--- src/rtl/reset_sequencer.sv ---
// Purpose : staged reset generator; releases NUM_RST active-low resets in index order.
// Latency : rst_no[k] rises SYNC_STAGES + MIN_ASSERT_CYC + k*STAGE_DLY_CYC edges after rst_i falls.
// Backpressure: none; free-running once out of reset, restarted by sw_rst_i or rst_i.
//
// Ports:
//   clk_i    - single clock, rising edge
//   rst_i    - asynchronous active-high reset (assert async, deassert synchronised)
//   sw_rst_i - synchronous active-high software reset request (clk_i domain)
//   rst_no   - active-low resets, always a thermometer code, bit 0 released first
//   done_o   - high once every channel is released
//   stage_o  - number of channels currently released
module reset_sequencer #(
  parameter int NUM_RST        = 4,
  parameter int SYNC_STAGES    = 2,
  parameter int MIN_ASSERT_CYC = 16,
  parameter int STAGE_DLY_CYC  = 8
) (
  input  logic                         clk_i,
  input  logic                         rst_i,
  input  logic                         sw_rst_i,
  output logic [NUM_RST-1:0]           rst_no,
  output logic                         done_o,
  output logic [$clog2(NUM_RST+1)-1:0] stage_o
);

  localparam int SW      = $clog2(NUM_RST + 1);
  localparam int CNT_MAX = (MIN_ASSERT_CYC > STAGE_DLY_CYC) ? MIN_ASSERT_CYC : STAGE_DLY_CYC;
  // Counter only ever holds 0 .. CNT_MAX-1 before it clears.
  localparam int CW      = (CNT_MAX > 1) ? $clog2(CNT_MAX) : 1;

  if (NUM_RST < 1 || SYNC_STAGES < 2 || MIN_ASSERT_CYC < 1 || STAGE_DLY_CYC < 1) begin : g_bad_param
    $error("reset_sequencer: illegal parameter value");
  end

  typedef enum logic [1:0] {
    HOLD,
    RELEASE,
    DONE
  } state_t;

  // Deassertion synchroniser: clears asynchronously, fills with ones after rst_i falls.
  logic [SYNC_STAGES-1:0] sync_q;
  logic [SYNC_STAGES-1:0] sync_d;
  logic                   sync_ok;

  assign sync_d  = {sync_q[SYNC_STAGES-2:0], 1'b1};
  assign sync_ok = sync_q[SYNC_STAGES-1];

  always_ff @(posedge clk_i or posedge rst_i) begin
    if (rst_i) begin
      sync_q <= '0;
    end else begin
      sync_q <= sync_d;
    end
  end

  state_t             state_q;
  logic [CW-1:0]      cnt_q;
  logic [NUM_RST-1:0] rst_no_q;
  logic               done_q;
  logic [SW-1:0]      stage_q;

  // Values taken when the next channel is released.
  logic [NUM_RST-1:0] rst_no_d;
  logic [SW-1:0]      stage_d;
  logic               last_ch;

  assign rst_no_d = (rst_no_q << 1) | NUM_RST'(1);
  assign stage_d  = stage_q + SW'(1);
  assign last_ch  = (stage_q == SW'(NUM_RST - 1));

  always_ff @(posedge clk_i or posedge rst_i) begin
    if (rst_i) begin
      state_q  <= HOLD;
      cnt_q    <= '0;
      rst_no_q <= '0;
      done_q   <= 1'b0;
      stage_q  <= '0;
    end else if (sw_rst_i) begin
      // Software reset wins in every state and keeps the stretch counter at zero.
      state_q  <= HOLD;
      cnt_q    <= '0;
      rst_no_q <= '0;
      done_q   <= 1'b0;
      stage_q  <= '0;
    end else begin
      case (state_q)
        HOLD: begin
          // Only edges after the synchroniser has settled count towards the stretch.
          if (sync_ok) begin
            if (cnt_q == CW'(MIN_ASSERT_CYC - 1)) begin
              cnt_q    <= '0;
              rst_no_q <= rst_no_d;
              stage_q  <= stage_d;
              if (last_ch) begin
                state_q <= DONE;
                done_q  <= 1'b1;
              end else begin
                state_q <= RELEASE;
              end
            end else begin
              cnt_q <= cnt_q + CW'(1);
            end
          end
        end
        RELEASE: begin
          if (cnt_q == CW'(STAGE_DLY_CYC - 1)) begin
            cnt_q    <= '0;
            rst_no_q <= rst_no_d;
            stage_q  <= stage_d;
            if (last_ch) begin
              state_q <= DONE;
              done_q  <= 1'b1;
            end
          end else begin
            cnt_q <= cnt_q + CW'(1);
          end
        end
        DONE: begin
          cnt_q <= '0;
        end
        default: begin
          state_q <= HOLD;
          cnt_q   <= '0;
        end
      endcase
    end
  end

  assign rst_no  = rst_no_q;
  assign done_o  = done_q;
  assign stage_o = stage_q;

endmodule

--- config.mk ---
export PLATFORM = sky130hd
export DESIGN_NAME = reset_sequencer
export DESIGN_NICKNAME = d
export VERILOG_FILES = /design/src/rtl/reset_sequencer.sv
export SDC_FILE = /design/constraint.sdc
export NUM_CORES = 1
export LEC_CHECK = 0
export CELL_PAD_IN_SITES_DETAIL_PLACEMENT = 0
export CELL_PAD_IN_SITES_GLOBAL_PLACEMENT = 1
export CORE_MARGIN = 4
export CORE_UTILIZATION = 44
export CTS_BUF_LIST = sky130_fd_sc_hd__clkbuf_8
export DETAILED_ROUTE_END_ITERATION = 12
export GPL_TIMING_DRIVEN = 0
export PLACE_DENSITY = 0.87
export SLEW_MARGIN = 10
export SYNTH_ARGS = -nofsm -noshare
export SYNTH_HDL_FRONTEND = slang
export SYNTH_SLANG_ARGS = --single-unit
--- constraint.sdc ---
create_clock -name clk_i -period 2.3 [get_ports clk_i]
set_input_delay 0.575 -clock clk_i [delete_from_list [all_inputs] [get_ports clk_i]]
set_output_delay 0.575 -clock clk_i [all_outputs]
set_load 0.01 [all_outputs]
==> results_dict.tcl <==
set metrics [dict create \
    synth_fp_nets 84 \
    fmaxAchievable_mhz 545 \
    syn_inst 78 \
    stdcell_area_sq_um 1040 \
    clk_pin_slew_ps 70 \
    initial_core_util_pct 48.2 \
    placed_cell_area_sq_um 990 \
    grtUsageMet2_pct 20.9 \
    yosysWarnings 0 \
    clockBufferDepth 2 \
    final_layout_size_suffix_gt1_share_pct 13.2 \
    finalSetupTns_ps 0 \
    fin_crit_sh_pct 79.7 \
    chipWidth_um 52.4 \
    startpoint_type "flip-flop" \
    yosys-top-cells-count "dfrtp_1 (16), nand2b_1 (8), mux2i_1 (5)" \
    firstDrtPassIters 5 \
    cts_buffers 3 \
    end_kind "flip-flop" \
    status "finished clean" \
    grt_max_degree 17 \
    grt-ovfl-total 0 \
    post_cts_resized 0 \
    nFillCells 163 \
    cp.arrival_ps 1960 \
    drt-total-wl_mm 1.48 \
    rsz0062_at_grt "false" \
    synth_cell_types 29 \
    yosys.area.top_type_share_pct 46.1 \
    ys_ff_latch 16 \
    cp_max_fo 7 \
    wl_per_cell_um 12.7 \
    max_cap_viol_count 0 \
    num_io_pins 11 \
    nets 98 \
    grt-busiest-layer "met2" \
    synth_area_sq_um 868 \
    numPortBuffers 9 \
    avgSynthCellArea_sq_um 11.1 \
    cts_tree "yes" \
    fin_worst_skew_ps 4.49 \
    grt_pass1_vias 568 \
    gp_congestion 0.750 \
    synth_ff_type "dfrtp_1" \
    antenna_left 0 \
    async_flop_share_pct 100 \
    finalHoldViolations 0 \
    clock-sinks 16 \
    leakage_nw 0.452 \
    core_sq_um 1800 \
    clk_latency_ps 250 \
    synth_seq_area_share_pct 46.1 \
    grt_use_total_pct 13.0 \
    num_vias 604 \
    required_ps 2430 \
    crit_path_top_delay_cell "a211oi_4" \
    synth_edf_count 0 \
    vdd_drop_max_uv 403 \
    via_per_inst 5.21 \
    drv_slew 0 \
    syn2layout_area_growth_pct 20.3 \
    cts_root_buf "clkbuf_8" \
    finalSetupViolCount 0 \
    met3_usage_pct 3.99 \
    drc_errors 0 \
    grt_pass1_wl_mm 2.64 \
    die-area_sq_um 2750 \
    slew_headroom_pct 59.7 \
    post_cts_buffers 0 \
    die_y_um 52.4 \
    p_per_area_nw_per_um2 543 \
    synthMostInstantiatedCell "dfrtp_1" \
    worstSetupPathType "flip-flop to flip-flop" \
    n_antenna_cell 0 \
    min_period_ps 1830 \
    dp_hpwl_mm 1.09 \
    synth_top_cells_by_area "dfrtp_1 (46%), mux2i_1 (5.8%), nand2b_1 (5.8%)" \
    critPathMaxStageDelay_ps 490 \
    synth_top_cell_by_area "dfrtp_1" \
    htreeDepth 1 \
    worstPathCellList "ha_1 -> nand2_1 -> a211oi_4 -> mux2_4" \
    tightest_slew_ps 604 \
    grt_antenna_before_repair 0 \
    ctsHoldBuffers 0 \
    grt.met1_usage_pct 16.6 \
    drtIter0Drc 4 \
    worstHoldPathType "flip-flop to flip-flop" \
    fp-row-count 15 \
]
[logic make-up after synthesis]
| family | Yosys count | synth area share (%) |
|---|---|---|
| flops | 16 | 46.1 |
| buf+inv | 9 | 4.47 |
| simple gates | 25 | 18.6 |
| mux | 7 | 9.22 |
| other cells | 1 | 0.432 |
| fa+ha+maj | 3 | 4.32 |
| compound gates | 16 | 15.8 |
| xor+xnor | 1 | 1.01 |
[sequential cells by signal, summed over array words and instances (netlist names)]
name	count
rst_no	4
state_q	2
sync_q	2
done_o	1
stage_o	3
cnt_q	4
[power by group]
group / switching, W / internal [W] / total (W)
Combinational: 0.0000166 / 0.0000114 / 0.0000280
Clock: 0.0000956 / 0.000152 / 0.000247
Sequential: 0.00000528 / 0.000286 / 0.000292
[final timing paths]
kind | start | slack (ps) | cells past startpoint | to
max reg2reg | cnt_q[0] | 470 | 4 | stage_o[2]
min | sync_q[0] | 350 | 0 | sync_q[1]
min in group asynchronous | rst_i | 690 | 2 | cnt_q[0]
min reg2reg | sync_q[0] | 350 | 0 | sync_q[1]
max in group asynchronous | rst_i | 1210 | 2 | stage_o[2]
max | cnt_q[0] | 470 | 4 | stage_o[2]
[per-layer routing]
metal	vias to the layer above	part of all wire (%)
met1	298	49
met3	0	4.5
met2	12	46
met5	-	0
li1	294	-
met4	0	0
[per-stage QoR]
stage	cells	hold slack, ps	util (%)	total power [W]	setup slack, ps
6_report	116	355	58.0	0.000567	467
5_1_grt	116	375	58.0	0.000589	347
4_1_cts	116	362	58.0	0.000576	473
3_5_place_dp	112	348	54.9	0.000326	491
3_3_place_gp	112	333	54.9	0.000324	509
2_1_floorplan	78	331	-	0.000317	683
[worst max-delay path: cells and delay by family (launching register included)]
| kind | cells | cell delay [ps] |
|---|---|---|
| adders and majority gates | 1 | 300 |
| muxes | 1 | 340 |
| DFF | 1 | 410 |
| AOI/OAI and AO/OA | 1 | 490 |
| and+or+nand+nor | 1 | 170 |
[final cells by class]
class / count / area [sq um] / share of cell area [%]
well taps: 25 / 31.3 / 2.99
plain buffers: 5 / 23.8 / 2.28
multi-input cells: 53 / 429 / 41.1
inverters: 4 / 15.0 / 1.44
clock buffers: 4 / 55.1 / 5.27
repair buffers: 9 / 90.1 / 8.62
flip-flops and latches: 16 / 400 / 38.3
[cell usage in the layout, fill, tap and decap left out, drive strengths merged]
master,netlist,layout
a2111o,1,1
a2111oi,1,1
a211o,1,1
a211oi,5,5
a21boi,1,1
and4b,1,1
buf,2,2
clkbuf,3,7
clkdlybuf4s50,0,9
conb,1,1
dfrtp,16,16
ha,3,3
inv,4,4
mux2,2,2
mux2i,5,5
nand2,2,2
nand2b,9,9
nand3,3,3
nand3b,2,2
nor2,4,4
nor2b,2,2
nor3,2,2
o21ai,4,4
o21ba,1,1
o21bai,2,2
xor2,1,1
Power figures use the tool's default switching activity.
